`config.mk`:
```
export PLATFORM = sky130hd
export DESIGN_NAME = upper_arb
export DESIGN_NICKNAME = d
export VERILOG_FILES = /design/src/rtl/upper_arb.sv
export SDC_FILE = /design/constraint.sdc
export NUM_CORES = 1
export LEC_CHECK = 0
export CAP_MARGIN = 5
export CORE_MARGIN = 3
export CORE_UTILIZATION = 38
export DETAILED_ROUTE_END_ITERATION = 7
export PLACE_DENSITY = 0.72
export SYNTH_ARGS = -nofsm -noshare
export SYNTH_HDL_FRONTEND = slang
export SYNTH_SLANG_ARGS = --single-unit
export TNS_END_PERCENT = 1
```
`constraint.sdc`:
```
create_clock -name clk -period 1.6 [get_ports clk]
set_input_delay 0.32 -clock clk [delete_from_list [all_inputs] [get_ports clk]]
set_output_delay 0.32 -clock clk [all_outputs]
set_load 0.01 [all_outputs]
```
`src/rtl/upper_arb.sv`:
```
// upper_arb: round-robin scheduler sharing one combinational to_upper
// converter between two byte requesters. The converter input is held for
// SETTLE_CYCLES clocks before its output is captured and returned together
// with the id of the requester that sent the byte.
// Optional feature: define UPPER_ARB_FASTPATH_EN to let bytes outside
// 0x61..0x7A bypass the settle window; they need no conversion.
module upper_arb #(
   parameter int SETTLE_CYCLES = 3
) (
   input  logic       clk,
   input  logic       rst,
   input  logic       req0_valid,
   input  logic [7:0] req0_data,
   output logic       req0_ready,
   input  logic       req1_valid,
   input  logic [7:0] req1_data,
   output logic       req1_ready,
   output logic [7:0] conv_a_in,
   input  logic [7:0] conv_a_out,
   output logic       res_valid,
   output logic [7:0] res_data,
   output logic       res_id,
   input  logic       res_ready
);

   typedef enum logic [1:0] {
      ST_IDLE   = 2'd0,
      ST_SETTLE = 2'd1,
      ST_RESULT = 2'd2
   } state_t;

   // Terminal value of the settle counter.
   localparam logic [3:0] CNT_LAST = 4'(SETTLE_CYCLES - 1);

`ifdef UPPER_ARB_FASTPATH_EN
   // Bytes in the lower-case letter range are the only ones the converter changes.
   function automatic logic is_lower(input logic [7:0] b);
      return (b >= 8'h61) && (b <= 8'h7A);
   endfunction
`endif

   state_t     state_q, state_d;
   logic [3:0] cnt_q, cnt_d;
   logic [7:0] conv_a_in_q, conv_a_in_d;
   logic [7:0] res_data_q, res_data_d;
   logic       res_valid_q, res_valid_d;
   logic       res_id_q, res_id_d;
   logic       last_grant_q, last_grant_d;

   logic       grant_s;
   logic       accept_s;
   logic [7:0] acc_data_s;

   // Round-robin grant: a lone requester wins, a tie goes to the one not served last.
   always_comb begin
      grant_s = ~last_grant_q;
      if (req0_valid && !req1_valid) begin
         grant_s = 1'b0;
      end else if (!req0_valid && req1_valid) begin
         grant_s = 1'b1;
      end else begin
         grant_s = ~last_grant_q;
      end
   end

   assign req0_ready = (state_q == ST_IDLE) && (grant_s == 1'b0);
   assign req1_ready = (state_q == ST_IDLE) && (grant_s == 1'b1);
   assign accept_s   = (req0_valid && req0_ready) || (req1_valid && req1_ready);
   assign acc_data_s = grant_s ? req1_data : req0_data;

   // Next-state and datapath: accept, hold for the settle window, then present the result.
   always_comb begin
      state_d      = state_q;
      cnt_d        = cnt_q;
      conv_a_in_d  = conv_a_in_q;
      res_data_d   = res_data_q;
      res_valid_d  = res_valid_q;
      res_id_d     = res_id_q;
      last_grant_d = last_grant_q;
      case (state_q)
         ST_IDLE: begin
            if (accept_s) begin
               conv_a_in_d  = acc_data_s;
               res_id_d     = grant_s;
               last_grant_d = grant_s;
               cnt_d        = 4'd0;
               state_d      = ST_SETTLE;
`ifdef UPPER_ARB_FASTPATH_EN
               if (!is_lower(acc_data_s)) begin
                  res_data_d  = acc_data_s;
                  res_valid_d = 1'b1;
                  state_d     = ST_RESULT;
               end else begin
                  state_d     = ST_SETTLE;
               end
`endif
            end else begin
               state_d = ST_IDLE;
            end
         end
         ST_SETTLE: begin
            if (cnt_q == CNT_LAST) begin
               res_data_d  = conv_a_out;
               res_valid_d = 1'b1;
               state_d     = ST_RESULT;
            end else begin
               cnt_d = cnt_q + 4'd1;
            end
         end
         ST_RESULT: begin
            if (res_ready) begin
               res_valid_d = 1'b0;
               state_d     = ST_IDLE;
            end else begin
               state_d     = ST_RESULT;
            end
         end
         default: begin
            res_valid_d = 1'b0;
            state_d     = ST_IDLE;
         end
      endcase
   end

   // State registers with synchronous reset; the first tie goes to requester 0.
   always_ff @(posedge clk) begin
      if (rst) begin
         state_q      <= ST_IDLE;
         cnt_q        <= 4'd0;
         conv_a_in_q  <= 8'h00;
         res_data_q   <= 8'h00;
         res_valid_q  <= 1'b0;
         res_id_q     <= 1'b0;
         last_grant_q <= 1'b1;
      end else begin
         state_q      <= state_d;
         cnt_q        <= cnt_d;
         conv_a_in_q  <= conv_a_in_d;
         res_data_q   <= res_data_d;
         res_valid_q  <= res_valid_d;
         res_id_q     <= res_id_d;
         last_grant_q <= last_grant_d;
      end
   end

   assign conv_a_in = conv_a_in_q;
   assign res_data  = res_data_q;
   assign res_valid = res_valid_q;
   assign res_id    = res_id_q;

endmodule
```
==> run_results.csv <==
group,metric,value,unit
run_status,status,"finished, final reports clean",
floorplan,die_h,62.2,µm
place,port_buffers,48,
timing,fin_ws,0.0273,ns
critical_path,criticalPathCategory,"reg2reg",
power_and_ir_drop,p_sw,0.000396,W
place,dp_cells,232,
timing,drv_slew,0,
cells_and_area,finish.utilization,63.6,%
logic_synthesis,synth_adder_area_share,2.92,%
logic_synthesis,netlist_instances,141,
place,gp_congestion,0.781,
global_routing,antenna_found_initial,0,
logic_synthesis,synth_edf_count,0,
place,place_hpwl,2.66,mm
clock_tree,cts_made_buffers,3,
floorplan,num_rows,19,
timing,post-route-period-util,98.3,%
timing,grt_setup_unrepaired,"true",
power_and_ir_drop,total_power,0.00135,W
critical_path,critPathCaptureType,"flop",
clock_tree,htreeDepth,1,
logic_synthesis,synthSimpleGateAreaFrac,18.8,%
cells_and_area,fin_cells,236,
route,wl_per_cell,14.9,µm
global_routing,grt_use_total,18.4,%
critical_path,max_stage_delay,0.51,ns
cells_and_area,multi_input_area,627,µm²
logic_synthesis,async_flop_share,0,%
critical_path,startpoint_type,"flop",
route,totalWireLength,3.51,mm
floorplan,die_area,0.00387,mm²
route,antenna_left,0,
clock_tree,cts_tree,"done",
floorplan,die_x,62.2,µm
power_and_ir_drop,vdd_drop_max,0.412,mV
timing,period_minus_slack,1.57,ns
route,drt_pre_antenna_iters,4,
floorplan,start_util,41.8,%
global_routing,grt-ovfl-total,0,
run,cap_violations,0,
logic_synthesis,ys_dominant_reg_cell,"dfxtp_1",
power_and_ir_drop,p_leak,0.721,nW
timing,hold_viol_final,0,
cells_and_area,syn_to_final_growth,52.3,%
power_and_ir_drop,power_frac_comb,27.6,%
logic_synthesis,synth_fp_nets,172,
clock_tree,cts.sinks,25,
power_and_ir_drop,power_density,737,mW/mm²
timing,skew,0.00671,ns
power_and_ir_drop,seqPwrFrac,50.8,%
critical_path,rr_startpoint,"state_q[1]$_SDFFE_PP0P_",
critical_path,cp_max_fo,19,
timing,setup_violations,0,
clock_tree,clkLatencyLatePin,0.32,ns
global_routing,grt_pass1_vias,1389,
logic_synthesis,ys_seq_area_share,41.7,%
power_and_ir_drop,p_sw_share,29.4,%
clock_tree,post-cts-setup-buffers,0,
critical_path,worstPathCellList,"or2_1 -> buf_4 -> a2111oi_0 -> nor4_1",
route,drc,0,
worst_hold_path,holdCritPathClass,"reg2reg",
cells_and_area,drive_above_1_share,16.0,%
cells_and_area,antennaDiodeCount,0,
global_routing,grt_first_pass_wirelength,6.03,mm
cells_and_area,fillers,266,
critical_path,crit_slowest_cell,"a2111oi_0",
logic_synthesis,yosysUniqueCellTypes,31,
global_routing,grt_start_max_net_pins,20,
logic_synthesis,ys_ff_latch,25,
cells_and_area,ff_latch_area,505,µm²
power_and_ir_drop,clkPwrFrac,21.6,%
clock_tree,cts_buffer_depth,2,
logic_synthesis,synth_mux_area_share,0,%
clock_tree,root_buffer,"clkbuf_4",
logic_synthesis,synth_area,0.00120,mm²
critical_path,worst_ep_required_time,1.80,ns
logic_synthesis,synth_compound_area_share,29.8,%
critical_path,crit_start,"state_q[1]$_SDFFE_PP0P_",
worst_hold_path,hold_path.startpoint,"res_data[5]$_SDFFE_PP0P_",
timing,worst_slew_pin_slew,0.507,ns
critical_path,arrival,1.78,ns
logic_synthesis,yosysWarningCount,0,
route,drtIter0Drc,51,
logic_synthesis,synth_xor_xnor_area_share,0,%
power_and_ir_drop,internal_power,0.000952,W
timing,slew_headroom,65.3,%
floorplan,pin_count,49,
place,place_ws,-0.616,ns
timing,fmax,0.636,GHz
logic_synthesis,syn_area_per_cell,8.52,µm²
route,num_vias,1313,
timing,tns,0,ns
logic_synthesis,synth_top_family_by_area,"compound AO/OA/AOI/OAI gates",
floorplan,core_area,0.00288,mm²
clock_tree,cts.reportedPaths.clkPinSlew,0.14,ns
cells_and_area,fin_nets,226,
route,via_per_inst,5.56,
## layer usage
metal  up-vias  part of all wire (%)  GRT usage (%)
li1        649                     -              -
met1       608                    43           20.5
met2        51                    50           33.7
met3         5                   6.1           4.32
met4         0                  0.80           7.18
met5         -                     0              0
## area by class of cell
type | instances | area share, %
Timing Repair Buffer | 62 | 32.4
Clock buffer | 3 | 1.23
Clock inverter | 1 | 0.410
Tap cell | 42 | 2.87
Inverter | 6 | 1.23
Sequential cell | 25 | 27.6
Multi-Input combinational cell | 97 | 34.3
## timing repair
action | CTS | global route
endpoints found under the setup margin | 2 | 12
resized for setup | 12 | 13
hold buffers | 0 | 0
pin swaps | 1 | 1
## logic make-up (layout without fill, tap and decap cells)
| kind of cell | after synthesis | count (layout) |
|---|---|---|
| AO/OA/AOI/OAI | 54 | 54 |
| adder cells (fa/ha/maj) | 3 | 3 |
| buffers and inverters | 19 | 72 |
| flip-flops | 25 | 25 |
| AND/OR/NAND/NOR | 40 | 40 |
## through the flow
step           hold WS [ns]  cell area, µm²
6_report              0.486            1830
5_1_grt               0.517            1830
4_1_cts               0.489            1800
3_5_place_dp          0.470            1780
3_3_place_gp          0.460            1780
2_1_floorplan         0.464            1200
## worst max-delay path, delay by kind of cell (launching register included)
family | cells | cell delay [ns]
compound gates | 1 | 0.51
simple gates | 2 | 0.38
flops | 1 | 0.36
buf+inv | 1 | 0.21
## cells in the final DEF (no fill, tap or decap), types with 3 or more instances in the layout
| cell type | count |
|---|---|
| nand3_1 | 9 |
| a21oi_1 | 20 |
| clkdlybuf4s50_1 | 39 |
| inv_1 | 6 |
| a2111oi_1 | 4 |
| dlymetal6s2s_1 | 5 |
| clkbuf_4 | 3 |
| nand2_1 | 3 |
| nor2_1 | 8 |
| dfxtp_2 | 4 |
| buf_4 | 14 |
| o21ai_0 | 12 |
| dfxtp_1 | 21 |
| a2111oi_0 | 12 |
| nor4_1 | 9 |
## power groups by stage
stage	clock network [W]	logic [W]	registers, W
global route	0.000332	0.000408	0.000691
CTS	0.000304	0.000364	0.000684
global placement	0	0.000361	0.000694
floorplan	0	0.000156	0.000708
detailed placement	0	0.000368	0.000696
finish	0.000292	0.000372	0.000685
## flip-flops by register name (all words and copies together), names as in the netlist
signal        flops
conv_a_in         8
res_data          8
cnt_q             4
state_q           2
last_grant_q      1
res_id            1
res_valid         1
## worst paths after layout
kind / slack [ns] / depth (start not counted) / end
worst max-delay path: 0.03 / 4 / conv_a_in[6]$_SDFFE_PP0P_
worst min-delay path: 0.49 / 2 / res_data[5]$_SDFFE_PP0P_
worst max register to register: 0.03 / 4 / conv_a_in[6]$_SDFFE_PP0P_
worst min register to register: 0.49 / 2 / res_data[5]$_SDFFE_PP0P_
## cells in the mapped netlist, drive strengths merged (2+ instances only)
cell type,number,area share [%]
inv,6,1.9
nor4,9,4.7
o21ai,12,5.0
nor2,8,2.5
a22oi,2,1.7
nand3,9,3.7
or3b,2,1.5
or2,2,1.0
clkbuf,9,2.8
a2111oi,16,12
buf,4,2.2
dfxtp,25,42
ha,2,2.1
a21oi,20,8.3
or3,2,1.0
nand2,3,0.94
Power figures use the tool's default switching activity.
